## src/rtl/round_sat_pipe_pkg.sv

```systemverilog
// Shared types and saturation-bound helpers for the round/saturate pipeline.
package round_sat_pkg;

  typedef enum logic [1:0] {
    RND_TRUNC   = 2'd0,
    RND_HALF_UP = 2'd1,
    RND_CONV    = 2'd2,
    RND_RSVD    = 2'd3
  } round_mode_e;

  // Bounds are returned at 64 bits so callers can slice them to any width below that.
  localparam int unsigned BOUND_W = 64;

  function automatic logic signed [BOUND_W-1:0] out_max(input int unsigned width);
    return (64'sd1 <<< (width - 32'd1)) - 64'sd1;
  endfunction

  function automatic logic signed [BOUND_W-1:0] out_min(input int unsigned width);
    return -(64'sd1 <<< (width - 32'd1));
  endfunction

endpackage

```

## src/rtl/round_sat_pipe_sat_event_counter.sv

```systemverilog
// Saturating event counter: clear wins over hold, but an event in the clear cycle is kept.
module sat_event_counter
  import round_sat_pkg::*;
#(
  parameter int CNT_WIDTH = 16
) (
  input  logic                 clk,
  input  logic                 rst,
  input  logic                 inc,
  input  logic                 clr,
  output logic [CNT_WIDTH-1:0] cnt
);

  localparam logic [CNT_WIDTH-1:0] CNT_ZERO = {CNT_WIDTH{1'b0}};
  localparam logic [CNT_WIDTH-1:0] CNT_ONE  = CNT_WIDTH'(1);
  localparam logic [CNT_WIDTH-1:0] CNT_MAX  = {CNT_WIDTH{1'b1}};

  logic [CNT_WIDTH-1:0] cnt_q;
  logic [CNT_WIDTH-1:0] cnt_d;

  // Next count: clear, saturating increment, or hold.
  always_comb begin
    cnt_d = cnt_q;
    if (clr) begin
      if (inc) begin
        cnt_d = CNT_ONE;
      end else begin
        cnt_d = CNT_ZERO;
      end
    end else if (inc && (cnt_q != CNT_MAX)) begin
      cnt_d = cnt_q + CNT_ONE;
    end else begin
      cnt_d = cnt_q;
    end
  end

  // Count register.
  always_ff @(posedge clk) begin
    if (rst) begin
      cnt_q <= CNT_ZERO;
    end else begin
      cnt_q <= cnt_d;
    end
  end

  assign cnt = cnt_q;

endmodule

```

## src/rtl/round_sat_pipe.sv

```systemverilog
// Two-stage scale/round/saturate pipeline from a wide signed accumulator to a narrow
// signed word, with valid/ready flow control and overflow/underflow statistics.
module round_sat_pipe
  import round_sat_pkg::*;
#(
  parameter int ACC_WIDTH = 42,
  parameter int ACC_FRAC  = 32,
  parameter int OUT_WIDTH = 16,
  parameter int OUT_FRAC  = 15,
  parameter int SHIFT_W   = 4,
  parameter int CNT_WIDTH = 16
) (
  input  logic                        clk,
  input  logic                        rst,
  input  logic signed [ACC_WIDTH-1:0] s_data,
  input  logic                        s_valid,
  output logic                        s_ready,
  input  logic [1:0]                  round_mode,
  input  logic [SHIFT_W-1:0]          shift,
  output logic signed [OUT_WIDTH-1:0] m_data,
  output logic                        m_valid,
  input  logic                        m_ready,
  output logic                        m_ovf,
  output logic                        m_unf,
  input  logic                        clr_stats,
  output logic [CNT_WIDTH-1:0]        ovf_cnt,
  output logic [CNT_WIDTH-1:0]        unf_cnt,
  output logic                        sat_sticky
);

  localparam int FD      = ACC_FRAC - OUT_FRAC;
  localparam int FD_SAFE = (FD < 0) ? 0 : FD;

  localparam logic signed [BOUND_W-1:0]   MAX64   = out_max(OUT_WIDTH);
  localparam logic signed [BOUND_W-1:0]   MIN64   = out_min(OUT_WIDTH);
  localparam logic signed [ACC_WIDTH:0]   MAX_EXT = MAX64[ACC_WIDTH:0];
  localparam logic signed [ACC_WIDTH:0]   MIN_EXT = MIN64[ACC_WIDTH:0];
  localparam logic signed [OUT_WIDTH-1:0] MAX_OUT = MAX64[OUT_WIDTH-1:0];
  localparam logic signed [OUT_WIDTH-1:0] MIN_OUT = MIN64[OUT_WIDTH-1:0];

  if (FD < 0) begin : g_bad_frac
    $error("round_sat_pipe: ACC_FRAC must be >= OUT_FRAC");
  end
  if ((OUT_WIDTH > ACC_WIDTH) || (ACC_WIDTH >= BOUND_W)) begin : g_bad_width
    $error("round_sat_pipe: need OUT_WIDTH <= ACC_WIDTH < 64");
  end

  logic adv1_s, adv2_s;

  logic                        v1_q, v1_d;
  logic signed [ACC_WIDTH-1:0] raw1_q, raw1_d;
  logic                        guard1_q, guard1_d;
  logic                        sticky1_q, sticky1_d;
  round_mode_e                 mode1_q, mode1_d;

  logic                        v2_q, v2_d;
  logic signed [OUT_WIDTH-1:0] data2_q, data2_d;
  logic                        ovf2_q, ovf2_d;
  logic                        unf2_q, unf2_d;

  logic                        sat_sticky_q, sat_sticky_d;

  logic signed [ACC_WIDTH-1:0] acc_s;
  logic signed [ACC_WIDTH-1:0] raw_s;
  logic                        guard_s;
  logic                        sticky_s;
  logic                        inc_s;
  logic signed [ACC_WIDTH:0]   sum_s;
  logic                        ovf_ev_s;
  logic                        unf_ev_s;

  // Shift amounts past the word width sign-fill, which >>> already does.
  assign acc_s = s_data >>> shift;
  assign raw_s = acc_s >>> FD_SAFE;

  if (FD >= 2) begin : g_fd_wide
    assign guard_s  = acc_s[FD-1];
    assign sticky_s = |acc_s[FD-2:0];
  end else if (FD == 1) begin : g_fd_one
    assign guard_s  = acc_s[0];
    assign sticky_s = 1'b0;
  end else begin : g_fd_zero
    assign guard_s  = 1'b0;
    assign sticky_s = 1'b0;
  end

  // Backpressure: each stage advances when empty or when the stage after it drains.
  always_comb begin
    adv2_s  = !v2_q || m_ready;
    adv1_s  = !v1_q || adv2_s;
    s_ready = adv1_s && !rst;
  end

  // S1 next state: capture the scaled sample, its rounding bits and its mode.
  always_comb begin
    v1_d      = v1_q;
    raw1_d    = raw1_q;
    guard1_d  = guard1_q;
    sticky1_d = sticky1_q;
    mode1_d   = mode1_q;
    if (adv1_s) begin
      v1_d = s_valid;
      if (s_valid) begin
        raw1_d    = raw_s;
        guard1_d  = guard_s;
        sticky1_d = sticky_s;
        mode1_d   = round_mode_e'(round_mode);
      end else begin
        raw1_d    = raw1_q;
        guard1_d  = guard1_q;
        sticky1_d = sticky1_q;
        mode1_d   = mode1_q;
      end
    end else begin
      v1_d = v1_q;
    end
  end

  // Rounding increment; the reserved mode behaves as convergent.
  always_comb begin
    case (mode1_q)
      RND_TRUNC:   inc_s = 1'b0;
      RND_HALF_UP: inc_s = guard1_q;
      RND_CONV:    inc_s = guard1_q && (sticky1_q || raw1_q[0]);
      RND_RSVD:    inc_s = guard1_q && (sticky1_q || raw1_q[0]);
      default:     inc_s = 1'b0;
    endcase
  end

  // One extra bit keeps the rounded sum from wrapping before the range check.
  assign sum_s = $signed({raw1_q[ACC_WIDTH-1], raw1_q}) + $signed({{ACC_WIDTH{1'b0}}, inc_s});

  // S2 next state: saturate the rounded value and flag range violations.
  always_comb begin
    v2_d    = v2_q;
    data2_d = data2_q;
    ovf2_d  = ovf2_q;
    unf2_d  = unf2_q;
    if (adv2_s) begin
      v2_d = v1_q;
      if (v1_q) begin
        if (sum_s > MAX_EXT) begin
          data2_d = MAX_OUT;
          ovf2_d  = 1'b1;
          unf2_d  = 1'b0;
        end else if (sum_s < MIN_EXT) begin
          data2_d = MIN_OUT;
          ovf2_d  = 1'b0;
          unf2_d  = 1'b1;
        end else begin
          data2_d = sum_s[OUT_WIDTH-1:0];
          ovf2_d  = 1'b0;
          unf2_d  = 1'b0;
        end
      end else begin
        data2_d = data2_q;
        ovf2_d  = ovf2_q;
        unf2_d  = unf2_q;
      end
    end else begin
      v2_d = v2_q;
    end
  end

  assign ovf_ev_s = v2_q && m_ready && ovf2_q;
  assign unf_ev_s = v2_q && m_ready && unf2_q;

  // Sticky saturation status; an event coincident with a clear still sets it.
  always_comb begin
    if (clr_stats) begin
      sat_sticky_d = ovf_ev_s || unf_ev_s;
    end else begin
      sat_sticky_d = sat_sticky_q || ovf_ev_s || unf_ev_s;
    end
  end

  // Pipeline and status registers.
  always_ff @(posedge clk) begin
    if (rst) begin
      v1_q         <= 1'b0;
      raw1_q       <= {ACC_WIDTH{1'b0}};
      guard1_q     <= 1'b0;
      sticky1_q    <= 1'b0;
      mode1_q      <= RND_TRUNC;
      v2_q         <= 1'b0;
      data2_q      <= {OUT_WIDTH{1'b0}};
      ovf2_q       <= 1'b0;
      unf2_q       <= 1'b0;
      sat_sticky_q <= 1'b0;
    end else begin
      v1_q         <= v1_d;
      raw1_q       <= raw1_d;
      guard1_q     <= guard1_d;
      sticky1_q    <= sticky1_d;
      mode1_q      <= mode1_d;
      v2_q         <= v2_d;
      data2_q      <= data2_d;
      ovf2_q       <= ovf2_d;
      unf2_q       <= unf2_d;
      sat_sticky_q <= sat_sticky_d;
    end
  end

  sat_event_counter #(.CNT_WIDTH(CNT_WIDTH)) u_ovf_cnt (
    .clk (clk),
    .rst (rst),
    .inc (ovf_ev_s),
    .clr (clr_stats),
    .cnt (ovf_cnt)
  );

  sat_event_counter #(.CNT_WIDTH(CNT_WIDTH)) u_unf_cnt (
    .clk (clk),
    .rst (rst),
    .inc (unf_ev_s),
    .clr (clr_stats),
    .cnt (unf_cnt)
  );

  assign m_valid    = v2_q;
  assign m_data     = data2_q;
  assign m_ovf      = ovf2_q;
  assign m_unf      = unf2_q;
  assign sat_sticky = sat_sticky_q;

endmodule
```

## config.mk

```make
export PLATFORM = sky130hd
export DESIGN_NAME = round_sat_pipe
export DESIGN_NICKNAME = d
export VERILOG_FILES = /design/src/rtl/round_sat_pipe_pkg.sv /design/src/rtl/round_sat_pipe_sat_event_counter.sv /design/src/rtl/round_sat_pipe.sv
export SDC_FILE = /design/constraint.sdc
export NUM_CORES = 1
export LEC_CHECK = 0
export BUFFER_PORTS_ARGS = -buffer_cell sky130_fd_sc_hd__buf_2
export CAP_MARGIN = 30
export CORE_MARGIN = 1
export CORE_UTILIZATION = 51
export DETAILED_ROUTE_END_ITERATION = 8
export PLACE_DENSITY = 0.85
export SYNTH_ARGS = -nofsm -noshare
export SYNTH_HDL_FRONTEND = slang
export SYNTH_SLANG_ARGS = --single-unit
```

## constraint.sdc

```tcl
create_clock -name clk -period 2.6 [get_ports clk]
set_clock_uncertainty 0.05 [all_clocks]
set_input_delay 0 -clock clk [delete_from_list [all_inputs] [get_ports clk]]
set_output_delay 0 -clock clk [all_outputs]
set_load 0.01 [all_outputs]
```

==> results by group <==
Timing
  • Final hold violations: 0
  • Min Tclk post-route: roughly 2.8 ns
  • # setup viols final: 17
  • PnR worst setup slack: -0.200 ns
  • Slew margin rel.: 0.468
  • RSZ-0062 raised after global routing: yes
  • Tcrit/Tclk final: 1.08
  • Slew Limit Fails: 0
  • Worst slew pin tran: around 0.8 ns
  • Setup TNS: -2.18 ns
  • F_max: between 300 and 400 MHz

Routing
  • DR WL/cell: 16.2 um
  • Total wire length: about 15,000 um
  • Final ANT Viol Nets: 0
  • Total vias in the final route: 5,541
  • DR DRC count: 0
  • Drt pass-1 iters: 5
  • DR iter-0 viols: 400
  • Vias per std cell: 6.07

Die
  • Row cnt: 37
  • Ports: 106
  • Die width: 105 um
  • Die Span Y: roughly 110 um
  • Core ar.: ~10,000 um2
  • DIE AREA: between 10,000 and 15,000 um2
  • Initial core utilization: 0.525

Placement
  • HPWL Detailed: between 10,000 and 15,000 um
  • Pre-CTS setup slack: -0.245 ns
  • DP Cell Count: 885
  • PortBufs: between 100 and 150
  • GPL Wtd Cong: 0.842

Yosys
  • Synth top area share: 0.303
  • Sequential element share of the synthesized area: 0.303
  • Post-synth cell types: 58
  • Prevailing post-synth register cell: dfxtp_1
  • Mapped Avg Cell Area: between 8 and 9 um2
  • Post-synth EDFFs: 0
  • Synth top area cells: dfxtp_1 (30%), mux4_2 (9.6%), nor2_1 (6.4%), mux2i_1 (5.7%), nand2_1 (4.8%)
  • Dominant cell type by area after synthesis: dfxtp_1
  • Cells after Synth: about 650
  • Synthesized flop and latch total: a little over 80
  • Asr flop ratio synth: 0
  • Ys Warns: 0
  • Syn Std Cell Area: 5420 um2
  • Syn Nets: around 710

GRT
  • First-pass GRT wire length: between 20,000 and 25,000 um
  • Number of global-route vias before repair: ~5,300
  • Initial antenna violation count: 0
  • Largest net degree at the start of global routing: 38
  • Aggregate global-route resource usage: 0.266
  • GRT overflow: 0

Critical path
  • Critical path data arrival time: 2.98 ns
  • Startpoint types: flop
  • CP required: roughly 2.8 ns
  • Crit Path Class: reg -> reg
  • Crit path capture type: flop
  • Worst Path Max Fanout: 4

Clocking
  • Clk_lat worst skew: ~0.36 ns
  • Sink Count: 82
  • Longest Clk Path Bufs: 2
  • Clk slew on worst S/H paths: 0.09 ns
  • Num CTS Buffers: 9
  • CTS tree: done
  • Root Buffer: clkbuf_8
  • Htree depth: 3

Cells and area
  • Fillers: a little over 800
  • Layout Cells excl Fill: about 910
  • Antenna cell count: 0
  • Commonest non-fill, non-tap cell in the layout: buf_2
  • Most frequent cells in the layout: buf_2 (105), nor2_1 (91), dfxtp_1 (77)
  • Total Nets Final: 830
  • Share of cells above drive strength 1: 0.299
  • P&R area growth vs syn: 23.1%

Flow run
  • Max Cap Viol: 0

Pwr
  • Tot Pwr: ~3000 uW
  • P per Cell Area: 440 nW/um2
  • Maximum vdd drop: between 0.3 and 0.4 mV
  • Leakage: 0.00266 uW

Worst hold path
  • Worst hold path type: in -> reg

Run status
  • Status: finished with violations
  • Failing checks: setup timing
[final timing paths]
path	endpoint	startpoint	slack [ns]	cells after the start
setup / recovery	m_data[10]$_SDFFE_PP0P_	mode1_q[1]$_SDFFE_PP0P_	-0.20	12
hold / removal	m_data[12]$_SDFFE_PP0P_	rst	0.01	2
setup reg to reg	m_data[10]$_SDFFE_PP0P_	mode1_q[1]$_SDFFE_PP0P_	-0.20	12
hold reg to reg	m_data[15]$_SDFFE_PP0P_	m_data[15]$_SDFFE_PP0P_	0.42	2
[where the power goes]
part	internal, uW	leakage [uW]	switching (uW)
sequential	1320	0.000673	69.0
clock	365	0.0000901	516
combinational	309	0.00190	354
[sequential cells by signal, summed over array words and instances (netlist names)]
| name | cells |
|---|---|
| guard1_q | 1 |
| sticky1_q | 1 |
| u_unf_cnt.cnt | 16 |
| m_ovf | 1 |
| mode1_q | 2 |
| m_valid | 1 |
| v1_q | 1 |
| m_unf | 1 |
| m_data | 16 |
| sat_sticky | 1 |
| raw1_q | 25 |
| u_ovf_cnt.cnt | 16 |
[critical path, cell delays in order (launching register included)]
cell	delay (ns)
dfxtp_4	0.37
o21ai_2	0.06
a21oi_2	0.15
ha_2	0.21
nand4_1	0.14
buf_4	0.20
nor4_4	0.28
xor2_1	0.13
buf_4	0.16
a2111oi_4	0.38
o2111ai_4	0.22
nand3b_1	0.20
o32ai_2	0.11
[synthesized netlist by cell type (2+ instances only)]
cell and count:
mux2_2 13, dfxtp_1 82, a31oi_1 3, nor3_1 15
and2_1 5, mux2i_1 31, ha_1 5, o31a_1 2
nand2_1 70, nand4_1 16, o32ai_1 8, nor2b_1 5
o21bai_1 4, inv_1 7, o311ai_0 2, nor4_1 8
xnor2_1 18, nand3_1 29, a211oi_1 12, mux4_2 23
o211ai_1 11, nor2_1 92, o21ai_0 18, a311oi_1 3
a21o_1 3, nand2b_1 13, and3_1 10, buf_2 2
or4_1 3, buf_1 4, xor2_1 20, a21oi_1 40
clkbuf_1 33, and4_1 3, o22ai_1 6, or2_2 3
or3_1 8
[metrics by stage]
step	cell area (um2)	utilization	hold WS, ns
floorplan	5460	-	0.0456
global placement	6250	0.606	0.181
detailed placement	6250	0.606	0.192
CTS	6610	0.640	0.00161
global route	6670	0.646	0.0360
finish	6670	0.646	0.0114
[layout make-up]
class / count / area (um2) / area share
tap: 136 / 170 / 0.0255
clock inverter: 7 / 60.1 / 0.00900
sequential: 82 / 1650 / 0.247
inverter: 7 / 26.3 / 0.00394
multi-input combinational: 522 / 3750 / 0.562
timing repair buffer: 150 / 891 / 0.134
clock buffer: 9 / 124 / 0.0186
[cells by family after synthesis]
logic type,share of synthesized area
DFF,0.303
AOI/OAI and AO/OA,0.156
muxes,0.180
and+or+nand+nor,0.254
buffers and inverters,0.0344
adders and majority gates,0.0115
xor gates and xnor gates,0.0614
[per-layer routing]
| metal | vias up | track usage | wire length [um] |
|---|---|---|---|
| li1 | 2635 | - | - |
| met1 | 2637 | 0.335 | 6400 |
| met2 | 237 | 0.463 | 7250 |
| met3 | 32 | 0.0362 | 794 |
| met4 | 0 | 0.0976 | 323 |
| met5 | - | 0 | 0 |
[repair_timing]
action,in CTS,in global routing
endpoints found under the setup margin,17,17
buffers inserted,5,1
pin swaps,8,7
gates resized for setup,19,9
hold endpoints to repair,7,0
hold buffers,6,0
No activity file was read; power rests on OpenSTA's default activity.
